File: config.mk
export PLATFORM = sky130hd
export DESIGN_NAME = message_overlay_ctrl
export DESIGN_NICKNAME = d
export VERILOG_FILES = /design/src/rtl/message_pkg.sv /design/src/rtl/message_overlay_ctrl_frame_timer.sv /design/src/rtl/message_overlay_ctrl.sv
export SDC_FILE = /design/constraint.sdc
export NUM_CORES = 1
export LEC_CHECK = 0
export ABC_AREA = 1
export BUFFER_PORTS_ARGS = -buffer_cell sky130_fd_sc_hd__buf_4
export CAP_MARGIN = 20
export CORE_MARGIN = 2
export CORE_UTILIZATION = 30
export DETAILED_ROUTE_END_ITERATION = 8
export SLEW_MARGIN = 10
export SYNTH_ARGS = -nofsm -noshare
export SYNTH_HDL_FRONTEND = slang
export SYNTH_HIERARCHICAL = 1
export SYNTH_SLANG_ARGS = --single-unit
export TNS_END_PERCENT = 10
File: constraint.sdc
create_clock -name clk -period 3.07 [get_ports clk]
set_input_delay 0.1535 -clock clk [delete_from_list [all_inputs] [get_ports clk]]
set_output_delay 0.1535 -clock clk [all_outputs]
set_load 0.01 [all_outputs]
File: src/rtl/message_pkg.sv
// Shared types and default geometry for the on-screen message overlay.
package message_pkg;

    localparam int PIX_W = 11;

    localparam int DEF_TOP_LEFT_X    = 210;
    localparam int DEF_TOP_LEFT_Y    = 190;
    localparam int DEF_OBJECT_WIDTH  = 220;
    localparam int DEF_OBJECT_HEIGHT = 100;
    localparam int DEF_BLINK_FRAMES  = 30;
    localparam int DEF_HOLD_FRAMES   = 120;

    typedef enum logic [1:0] {
        MSG_START   = 2'b00,
        MSG_CLEARED = 2'b01,
        MSG_OVER    = 2'b10,
        MSG_NONE    = 2'b11
    } message_t;

    typedef enum logic [1:0] {
        S_START,
        S_PLAY,
        S_CLEAR,
        S_OVER
    } state_t;

    function automatic message_t state_msg(input state_t s);
        case (s)
            S_START: return MSG_START;
            S_PLAY:  return MSG_NONE;
            S_CLEAR: return MSG_CLEARED;
            default: return MSG_OVER;
        endcase
    endfunction

endpackage

File: src/rtl/message_overlay_ctrl_frame_timer.sv
// Frame counter: counts startOfFrame ticks, pulses expire at the limit and wraps to 0.
module frame_timer #(
    parameter int CW = 8
) (
    input  logic          clk,
    input  logic          resetN,
    input  logic          clear,
    input  logic          tick,
    input  logic [CW-1:0] limit,
    output logic          expire
);

    logic [CW-1:0] count_q, count_d;

    assign expire = tick && (count_q == limit);

    always_comb begin
        count_d = count_q;
        if (clear) begin
            count_d = '0;
        end else if (tick) begin
            count_d = expire ? '0 : count_q + 1'b1;
        end
    end

    always_ff @(posedge clk or negedge resetN) begin
        if (!resetN) begin
            count_q <= '0;
        end else begin
            count_q <= count_d;
        end
    end

endmodule

File: src/rtl/message_overlay_ctrl.sv
// Game-phase FSM and message-rectangle pixel decode for the message bitmaps.
// Define MSG_BLINK_EN to blink the START message; otherwise it is shown steadily.
//
// state   | meaning
// S_START | waiting for first key press, START message (optionally blinking)
// S_PLAY  | game running, no message shown
// S_CLEAR | level cleared message held for HOLD_FRAMES frames
// S_OVER  | game over message, key press returns to S_START
module message_overlay_ctrl
    import message_pkg::*;
#(
    parameter int TOP_LEFT_X    = DEF_TOP_LEFT_X,
    parameter int TOP_LEFT_Y    = DEF_TOP_LEFT_Y,
    parameter int OBJECT_WIDTH  = DEF_OBJECT_WIDTH,
    parameter int OBJECT_HEIGHT = DEF_OBJECT_HEIGHT,
    parameter int BLINK_FRAMES  = DEF_BLINK_FRAMES,
    parameter int HOLD_FRAMES   = DEF_HOLD_FRAMES
) (
    input  logic             clk,
    input  logic             resetN,
    input  logic [PIX_W-1:0] pixelX,
    input  logic [PIX_W-1:0] pixelY,
    input  logic             startOfFrame,
    input  logic             startKey,
    input  logic             levelCleared,
    input  logic             livesZero,
    output logic [PIX_W-1:0] offsetX,
    output logic [PIX_W-1:0] offsetY,
    output logic             InsideRectangle,
    output logic [1:0]       message,
    output logic             gameRun
);

    localparam int CW = $clog2((BLINK_FRAMES > HOLD_FRAMES) ? BLINK_FRAMES : HOLD_FRAMES) + 1;
    localparam logic [CW-1:0] BLINK_LIM = CW'(BLINK_FRAMES - 1);
    localparam logic [CW-1:0] HOLD_LIM  = CW'(HOLD_FRAMES - 1);

    localparam logic [PIX_W-1:0] X_LO = PIX_W'(TOP_LEFT_X);
    localparam logic [PIX_W-1:0] X_HI = PIX_W'(TOP_LEFT_X + OBJECT_WIDTH);
    localparam logic [PIX_W-1:0] Y_LO = PIX_W'(TOP_LEFT_Y);
    localparam logic [PIX_W-1:0] Y_HI = PIX_W'(TOP_LEFT_Y + OBJECT_HEIGHT);

    state_t           state_q, state_d;
    logic             key_q;
    logic             armed_q, armed_d;
    logic             press;
    logic             timer_clear;
    logic             timer_expire;
    logic [CW-1:0]    timer_limit;
    logic             blink_on;
    logic             hit;
    logic             inside_d;
    logic [PIX_W-1:0] offx_d, offy_d;

    message_t         message_q;
    logic             run_q;
    logic             inside_q;
    logic [PIX_W-1:0] offx_q, offy_q;

    // armed_q blocks a key that was already held when reset released
    assign armed_d = armed_q | ~startKey;
    assign press   = startKey & ~key_q & armed_q;

    always_comb begin
        state_d = state_q;
        unique case (state_q)
            S_START: if (press) state_d = S_PLAY;
            S_PLAY: begin
                if (livesZero) begin
                    state_d = S_OVER;
                end else if (levelCleared) begin
                    state_d = S_CLEAR;
                end
            end
            S_CLEAR: if (timer_expire) state_d = S_PLAY;
            S_OVER:  if (press) state_d = S_START;
            default: state_d = S_START;
        endcase
    end

    assign timer_clear = (state_d != state_q);
    assign timer_limit = (state_q == S_CLEAR) ? HOLD_LIM : BLINK_LIM;

    frame_timer #(
        .CW(CW)
    ) u_frame_timer (
        .clk    (clk),
        .resetN (resetN),
        .clear  (timer_clear),
        .tick   (startOfFrame),
        .limit  (timer_limit),
        .expire (timer_expire)
    );

`ifdef MSG_BLINK_EN
    logic blink_q, blink_d;

    always_comb begin
        blink_d = 1'b1;
        if (state_q == S_START && state_d == S_START) begin
            blink_d = timer_expire ? ~blink_q : blink_q;
        end
    end

    always_ff @(posedge clk or negedge resetN) begin
        if (!resetN) begin
            blink_q <= 1'b1;
        end else begin
            blink_q <= blink_d;
        end
    end

    assign blink_on = blink_q;
`else
    assign blink_on = 1'b1;
`endif

    assign hit = (pixelX >= X_LO) && (pixelX < X_HI) &&
                 (pixelY >= Y_LO) && (pixelY < Y_HI);
    assign inside_d = hit & blink_on & (state_q != S_PLAY);
    assign offx_d   = inside_d ? (pixelX - X_LO) : '0;
    assign offy_d   = inside_d ? (pixelY - Y_LO) : '0;

    always_ff @(posedge clk or negedge resetN) begin
        if (!resetN) begin
            state_q   <= S_START;
            key_q     <= 1'b0;
            armed_q   <= 1'b0;
            message_q <= MSG_START;
            run_q     <= 1'b0;
            inside_q  <= 1'b0;
            offx_q    <= '0;
            offy_q    <= '0;
        end else begin
            state_q   <= state_d;
            key_q     <= startKey;
            armed_q   <= armed_d;
            message_q <= state_msg(state_d);
            run_q     <= (state_d == S_PLAY);
            inside_q  <= inside_d;
            offx_q    <= offx_d;
            offy_q    <= offy_d;
        end
    end

    assign message         = message_q;
    assign gameRun         = run_q;
    assign InsideRectangle = inside_q;
    assign offsetX         = offx_q;
    assign offsetY         = offy_q;

endmodule

Word level (Yosys, flattened, before mapping)

Cells that the tools add are included.

Flip-flop bits (word level): 38
Input port bits: 28
Output and inout bits: 26
Logic and storage cells: 50

Add/sub/neg operators: 3
$lt $le $gt $ge: 4
Equality and inequality tests: 8
Muxes and demuxes: 13
Bitwise logic cells: 6
Reduce and logical (&&, ||, !) cells: 7

Operators with widths:

| operator                | number |
|---|---|
| $mux W8                 | 3 |
| $ge A11 B8 Y1 const B   | 2 |
| $lt A11 B9 Y1 const B   | 2 |
| $mux W11                | 2 |
| $sub A11 B8 Y11 const B | 2 |
| $mux W2                 | 5 |
| $add A8 B1 Y8 const B   | 1 |
| $eq A8 B7 Y1            | 1 |
| $pmux W2 S4             | 1 |
| $mux W7                 | 1 |
| $eq A2 B2 Y1 const B    | 3 |
| $pmux W2 S3             | 1 |
| $eq A2 B1 Y1 const B    | 2 |
| $logic_and A1 B1 Y1     | 4 |
| $logic_not A2 Y1        | 2 |
| $and A1 B1 Y1           | 3 |
| $ne A2 B1 Y1 const B    | 1 |
| $ne A2 B2 Y1            | 1 |
| $not A1 Y1              | 2 |
| $reduce_bool A2 Y1      | 1 |
| $or A1 B1 Y1            | 1 |

Depth between registers and ports, before layout

Gate-level depths: netlist of run 1.

Depth after elaboration: 8
Gate-level depth with buffers: 23
Depth with buffers taken out: 23

By module

The synthesis of run 1 kept the hierarchy.

By module, submodules not included:

| module               | instances | cells each | area an instance (um^2) | sequential area each (um^2) |
|---|---|---|---|---|
| message_overlay_ctrl | 1         | 179        | 1530.2                  | 725.7 |
| frame_timer          | 1         | 87         | 625.6                   | 200.2 |

Worst setup path before layout of run 1

OpenSTA, ideal clock, no wires.

Path kind: reg2reg
From: reg, netlist name message[1]
To: reg u_frame_timer.count_q[7]
Library setup time: 119 ps
Arrival time: 2338 ps
Data required time: 2951 ps
Path slack: 613 ps
Stages on the path, launching flop included: 19
Path buffers: 0
Period minus slack after synthesis: 2457 ps
Cell sequence: dfrtp_1 nor2_1 inv_2 nand2_1 nand2_1 inv_1 nand2_2 nor2_4 nand3_4 inv_1 inv_1 nand2_1 nand3_1 o211ai_1 nor2_4 nor2_2 nand4_1 xor2_1 nor2_2

RTL lines:

| what                 | line                                   | text |
|---|---|---|
| to (signal assigned) | message_overlay_ctrl_frame_timer.sv:30 | `count_q <= count_d;` |
| to (decl)            | message_overlay_ctrl_frame_timer.sv:13 | `logic [CW-1:0] count_q, count_d;` |

==> impl_results.md, run 1 <==
- Detailed-route wire length per cell: 9.774 um
- Detailed Route Iter0 Violations: 68
- Largest family of logic cells by synthesized area: simple AND/OR/NAND/NOR gates
- First-pass GRT wire length: 7.238 mm
- Final setup viols: 0
- Period Utilization, post-route: 0.8666
- Simple-gate share of the synthesized area: 0.3163
- RSZ-0062 raised after global routing: false
- Fillers: 723
- GRT Util Overall: 0.1178
- # IOs: 54
- Crit-path slowest cell: dfrtp_1
- Compound-Gate Fraction of Synth Area: 0.03308
- Antenna Nets Post-Route: 0
- WS Path Type: reg2reg
- Crit Path Max Fanout: 8
- Fin. Hold Viols: 0
- ANT cells: 0
- NumNets Final: about 370
- Syn Area/Cell: 8.105 um^2
- Setup TNS: 0 ps
- Max Cap Viol: 0
- CP startpoint kind: flip-flop
- CTS max path bufs: 2
- CTS tree: yes
- Crit path DAT: 2840 ps
- Postcts setup bufs: 0
- CTS H-Tree Depth: 2
- Leakage power: 1.507 nW
- Critical Path RT: 3250 ps
- Port bufs: 53
- Pwr/cell area: between 500 and 600 nW/um^2
- Die area: 7880 um^2
- Number of global-route vias before repair: 1,663
- Max IR drop VDD: 0.0001758 V
- Final WL: around 4.2 mm
- Worst-path cell chain: nor2_2, inv_2, nand2_1, nand2_1, inv_1, nand2_2, nor2_4, nand3_4, inv_1, inv_1, nand2_1, nand3_1, o211ai_1, nor2_4, nor2_2, nand4_1, xor2_1, nor2_2
- First-pass DRT Iterations: 4
- Clock sinks: 37
- Post-Route Skew: just over 5 ps
- Initial antenna violation count: 0
- Warnings from Yosys: 6
- CORE AREA: between 6000 and 7000 um^2
- Pins Over Slew Limit: 0
- Post-synthesis mux area share: 0
- Status: completed
- Yosys reg bits: 37
- Synth Cell Area: ~2200 um^2
- CTS root buffer: clkbuf_8
- Clock-pin slew on the worst setup and hold paths: 80 ps
- Distinct cells, synth: 29
- Commonest cells after routing, fill and taps aside: 54 x buf_4, 51 x nand2_1, 41 x inv_1
- Initial Util: 0.3138
- Die width: 88.77 um
- Die Y: about 89 um
- Register area share after synthesis: 0.4295
- Synth Area in XOR/XNOR: 0.06907
- Vias per cell: 3.993
- Synth Area in Adders: 0.04063
- Number of core rows: 30
- Clock Latency Late Sink: 290 ps
- Final core utilization: 0.4100
- Dpl hpwl: 3.408 mm
- Area Overhead vs Synth: 30.64%
- Cell count after synthesis: 266
- DR vias: 1,713
- Fmax: 375.9 MHz
- Crit-path max cell delay: about 440 ps
- Worst hold path type: in2reg
- Worst Setup End Kind: flip-flop
- Fraction of layout cells with a size suffix above 1: 0.3574
- DRC viols: 0
- Largest net degree at the start of global routing: 38
- CTS buffer count: 5
- Fin crit period: about 2700 ps
- Commonest non-fill, non-tap cell in the layout: buf_4
- GRT Residual Overflow: 0
- GP Congestion: 0.8832
-- per-stage QoR --
step	hold WS [ps]	setup WS [ps]	power [mW]	cell area, um^2	instances
after CTS	29.60	290.1	1.543	2814	429
final	42.61	409.6	1.525	2816	429
after global placement	149.0	413.2	1.096	2674	419
after floorplan	-142.1	613.0	0.9478	2178	272
after detailed placement	144.8	303.0	1.097	2674	419
after global routing	29.03	64.74	1.643	2816	429
-- layout make-up --
type	count	area [um^2]	area share
Tap cell	96	120.1	0.04265
Clock buffer	6	82.58	0.02932
Clock inverter	2	37.54	0.01333
Inverter	54	202.7	0.07197
Timing Repair Buffer	56	425.4	0.1510
Sequential cell	37	925.9	0.3287
Multi-Input combinational cell	178	1022	0.3629
-- power breakdown --
group | leakage (nW) | switching, mW | total (mW) | internal (mW)
Sequential | 0.496 | 0.0451 | 0.578 | 0.533
Clock | 0.0574 | 0.171 | 0.435 | 0.264
Combinational | 0.953 | 0.319 | 0.512 | 0.193
-- Yosys cell counts --
library cell | number | area, um^2
dfrtp_1 | 37 | 925.9
nor3_4 | 1 | 16.27
nand4_2 | 1 | 12.51
nand2_1 | 51 | 191.4
buf_4 | 1 | 7.510
o211ai_1 | 1 | 7.510
nor3_1 | 1 | 5.000
a21oi_1 | 3 | 15.01
nand3_1 | 11 | 55.05
nand3_4 | 1 | 17.52
xnor2_1 | 3 | 26.28
nor2_4 | 3 | 33.78
clkinv_1 | 1 | 3.750
nand3_2 | 2 | 20.02
inv_2 | 12 | 45.04
nand4_1 | 2 | 12.51
nand2_4 | 1 | 11.26
a21oi_2 | 1 | 8.760
xor2_1 | 14 | 122.6
buf_6 | 2 | 22.52
nor2_1 | 25 | 93.84
ha_1 | 7 | 87.58
nor2_2 | 27 | 168.9
o21ai_1 | 4 | 20.02
o21ai_0 | 4 | 20.02
or2_2 | 2 | 12.51
nand2_2 | 5 | 31.28
conb_1 | 2 | 7.510
inv_1 | 41 | 153.9
-- kinds of logic after synthesis --
group | count (synthesis)
simple gates | 133
buf+inv | 57
flops | 37
xor+xnor | 17
compound gates | 13
fa+ha+maj | 7
other cells | 2
-- what timing repair did --
item,CTS,global route
resized for setup,0,1
hold buffers,2,0
hold endpoints to repair,38,0
endpoints found under the setup margin,0,2
-- worst max-delay path: cells and delay by family (launching register included) --
family,cells,cell delay [ps]
xor gates and xnor gates,1,190
AOI/OAI and AO/OA,1,410
and+or+nand+nor,12,1260
buffers and inverters,4,250
DFF,1,440
-- flip-flops by register name, indices dropped and copies added, names as in the netlist --
signal,flops
offsetY,11
armed_q,1
offsetX,11
u_frame_timer/count_q,8
key_q,1
state_q,1
InsideRectangle,1
message,2
gameRun,1
-- worst paths after layout --
kind / from / endpoint / slack [ps] / cells after the start
setup / recovery: message[1]$_DFF_PN0_ / u_frame_timer/count_q[7]$_DFFE_PN0P_ / 410 / 18
hold / removal: pixelY[1] / offsetY[1]$_DFF_PN0_ / 40 / 2
setup reg to reg: message[1]$_DFF_PN0_ / u_frame_timer/count_q[7]$_DFFE_PN0P_ / 410 / 18
hold reg to reg: armed_q$_DFF_PN0_ / armed_q$_DFF_PN0_ / 520 / 1
max in group asynchronous: resetN / u_frame_timer/count_q[5]$_DFFE_PN0P_ / 2390 / 2
min in group asynchronous: resetN / InsideRectangle$_DFF_PN0_ / 350 / 2
-- routing by layer --
layer | global-route usage | wire length [um] | vias up
met5 | 0 | 0 | -
met2 | 0.1954 | 2166 | 32
met1 | 0.1530 | 1803 | 769
met4 | 0.04959 | 59 | 0
met3 | 0.01772 | 163 | 5
li1 | - | - | 907
(Power assumes the default switching activity.)
==> run 2, diff against run 1 <==
--- a/config.mk
+++ b/config.mk
@@ -12,2 +12,3 @@
 export CORE_UTILIZATION = 30
+export CTS_BUF_LIST = sky130_fd_sc_hd__clkbuf_2
 export DETAILED_ROUTE_END_ITERATION = 8
@@ -16,3 +17,2 @@
 export SYNTH_HDL_FRONTEND = slang
-export SYNTH_HIERARCHICAL = 1
 export SYNTH_SLANG_ARGS = --single-unit
==> constraint.sdc (replaced) <==
create_clock -name clk -period 3.07 [get_ports clk]
set_input_delay 0 -clock clk [delete_from_list [all_inputs] [get_ports clk]]
set_output_delay 0 -clock clk [all_outputs]
set_load 0.01 [all_outputs]
==> impl_results.md, run 2 <==
- Status: completed
- Fraction of layout cells with a size suffix above 1: 0.2212 (-0.1362)
- Register area share after synthesis: 0.4960 (+0.06650)
- Post-synth EDFFs: 0 (unchanged)
- CTS max path bufs: 2 (unchanged)
- Die Y: 82.89 um (-6.6%)
- Initial Util: 0.3134 (-0.0003981)
- GRT Residual Overflow: 0 (unchanged)
- Commonest non-fill, non-tap cell in the layout: buf_4
- Sw Ratio: 0.3430 (-0.007910)
- Number of global-route vias before repair: 1,639 (-1.4%)
- Most common cell in the synthesized netlist: nor2_1
- Initial antenna violation count: 0 (unchanged)
- Hold depth: 4 (+2)
- Max Cap Viol: 0 (unchanged)
- RSZ-0062 raised after global routing: false
- Pint: 0.7585 mW (-23%)
- Worst Setup End Kind: flip-flop
- CTS root buffer: clkbuf_2
- Final core utilization: 0.4582 (+0.04818)
- Pwr/cell area: 423.1 nW/um^2 (-22%)
- First-pass GRT wire length: 7.251 mm (+0.18%)
- Dpl hpwl: 3.086 mm (-9.5%)
- CP startpoint kind: input pin
- DRC viols: 0 (unchanged)
- Max transition margin: 0.5624
- GRT Util Overall: 0.1275 (+0.009645)
- Crit path DAT: 2570 ps (-270 ps)
- Syn Area/Cell: 8.524 um^2 (+5.2%)
- Post-synth top cells: 38 x nor2_1, 37 x dfrtp_1, 35 x inv_1, 26 x nand2_1, 20 x nand3_1
- Share of the synthesized area in the top cell type: 0.4960 (+0.06650)
- Period Utilization, post-route: 0.7577 (-0.1089)
- Port bufs: 53 (unchanged)
- Hold endpoint: offsetY[4]$_DFF_PN0_
- Fin crit period: 2326 ps (-334.4 ps)
- R2R Path Start: state_q[1]$_DFF_PN0_
- Fmax: 429.9 MHz (+14%)
- Critical Path RT: 3310 ps (+60 ps)
- Worst hold path type: in2reg
- Vias per cell: 4.375 (+9.6%)
- Die area: 6870 um^2 (-13%)
- Distinct cells, synth: 31 (+6.9%)
- Yosys reg bits: 37 (unchanged)
- ANT cells: 0 (unchanged)
- Detailed Route Iter0 Violations: 76 (+12%)
- R2r endpoint: offsetX[8]$_DFF_PN0_
- Antenna Nets Post-Route: 0 (unchanged)
- Number of core rows: 28 (-6.7%)
- Clock-pin slew on the worst setup and hold paths: 160 ps (+80 ps)
- Synth Cell Area: 1867 um^2 (-13%)
- Setup TNS: 0 ps (unchanged)
- Switching power total: 0.3960 mW (-26%)
- Primary FF master, synth: dfrtp_1
- CTS buffer count: 5 (unchanged)
- Largest net degree at the start of global routing: 38 (unchanged)
- Warnings from Yosys: 0 (-6)
- R2R depth: 7 (-11)
- R2r setup slk: 980 ps (+570 ps)
- Asr flop ratio synth: 1.000 (unchanged)
- Leakage power: 1.421 nW (-5.7%)
- Detailed-route wire length per cell: 10.72 um (+9.6%)
- CORE AREA: 5956 um^2 (-13%)
- Crit Path Max Fanout: 4 (-4)
- Comb power frac: 0.333 (-0.003)
- Slew @ Worst Pin: 654.8 ps
- Top cell type by total area after synthesis: dfrtp_1
- WS Path Type: in2reg
- Hold_sp: pixelY[2]
- NumNets Final: 347 (-5.4%)
- CTS H-Tree Depth: 2 (unchanged)
- Die width: 82.89 um (-6.6%)
- Area Overhead vs Synth: 46.18%
- Part of the power in the clock network: 0.173 (-0.112)
- First-pass DRT Iterations: 4 (unchanged)
- GP Congestion: 0.7853 (-11%)
- Final WL: 4.147 mm (-1.1%)
- Post-Route Skew: 16.87 ps (+11.77 ps)
- Clock Latency Late Sink: 370 ps (+80 ps)
- DR vias: 1,693 (-1.2%)
- Commonest cells after routing, fill and taps aside: 53 x buf_4, 38 x nor2_1, 37 x dfrtp_1
- Cts repair resizes: 0 (unchanged)
- Cell count after synthesis: 219 (-18%)
- Fillers: 622 (-14%)
- CTS tree: yes
- Fin. Hold Viols: 0 (unchanged)
- Area taken by multi-input logic gates: 795.8 um^2 (-22%)
- Register Area: 925.9 um^2 (unchanged)
- Seq pwr share: 0.494 (+0.115)
- Final setup viols: 0 (unchanged)
- Area contributors post-synth: dfrtp_1 50%, nor2_1 7.6%, inv_1 7.0%
- Clock sinks: 37 (unchanged)
- # IOs: 54 (unchanged)
- Max IR drop VDD: 0.0002271 V (+29%)
- Pins Over Slew Limit: 0 (unchanged)
run 2: metal layers:
layer	global-route usage	share of wire	vias to the layer above
met1	0.1628	0.46	772
li1	-	-	883
met4	0.04918	0.017	0
met3	0.02286	0.032	6
met5	0	0	-
met2	0.2141	0.49	32
run 2: power by group through the flow:
stage	Sequential, mW	Combinational [mW]	Clock (mW)
final	0.570	0.384	0.200
after CTS	0.570	0.388	0.214
after global routing	0.576	0.444	0.236
after global placement	0.578	0.339	0
after floorplan	0.579	0.214	0
after detailed placement	0.579	0.345	0
run 2: worst max-delay path: stages:
cell and delay, ps:
dlygate4sd3_1 530, buf_4 150, nor2_1 130, nand2_1 70
nand2_1 90, a21oi_1 100, nand2_1 70, nand2_1 80
nor2_1 100, nand2_1 60, dlygate4sd3_1 550, nand2_1 60
dlygate4sd3_1 540, nor2_1 40
run 2: logic make-up after synthesis:
| logic type | count (synthesis) | share of synthesized area |
|---|---|---|
| flops | 37 | 0.4960 |
| fa+ha+maj | 7 | 0.04691 |
| xor+xnor | 6 | 0.02815 |
| other cells | 1 | 0.002009 |
| buf+inv | 38 | 0.07976 |
| simple gates | 105 | 0.2668 |
| compound gates | 25 | 0.08043 |
run 2: worst max path at each step:
| stage | from | endpoint | slack, ps |
|---|---|---|---|
| global route | pixelX[3] | offsetX[10]$_DFF_PN0_ | 550 |
| finish | pixelX[3] | offsetX[10]$_DFF_PN0_ | 740 |
| detailed placement | state_q[0]$_DFF_PN0_ | message[0]$_DFF_PN0_ | 1400 |
| CTS | pixelX[3] | offsetX[10]$_DFF_PN0_ | 790 |
| floorplan | state_q[0]$_DFF_PN0_ | message[0]$_DFF_PN0_ | 1570 |
| global placement | state_q[0]$_DFF_PN0_ | message[0]$_DFF_PN0_ | 1420 |
run 2: final cells by class:
cell class,count,share of cell area
Inverter,35,0.04814
Clock inverter,1,0.001376
Tap cell,75,0.03439
Timing Repair Buffer,88,0.2742
Multi-Input combinational cell,145,0.2916
Sequential cell,37,0.3393
Clock buffer,6,0.01100
run 2: through the flow:
step / power (mW) / instance area, um^2 / hold WS (ps) / instances / setup slack (ps)
CTS: 1.172 / 2729 / 21.68 / 387 / 788.1
detailed placement: 0.9244 / 2345 / -12.03 / 345 / 1396
global placement: 0.9170 / 2345 / -13.68 / 345 / 1416
finish: 1.154 / 2729 / 46.08 / 387 / 744.0
floorplan: 0.7932 / 1871 / -295.6 / 220 / 1568
global route: 1.256 / 2729 / 63.38 / 387 / 555.0
run 2: what timing repair did:
action                                 CTS  global route
endpoints found under the hold margin   61             0
buffers inserted                         0             0
hold buffers                            35             0
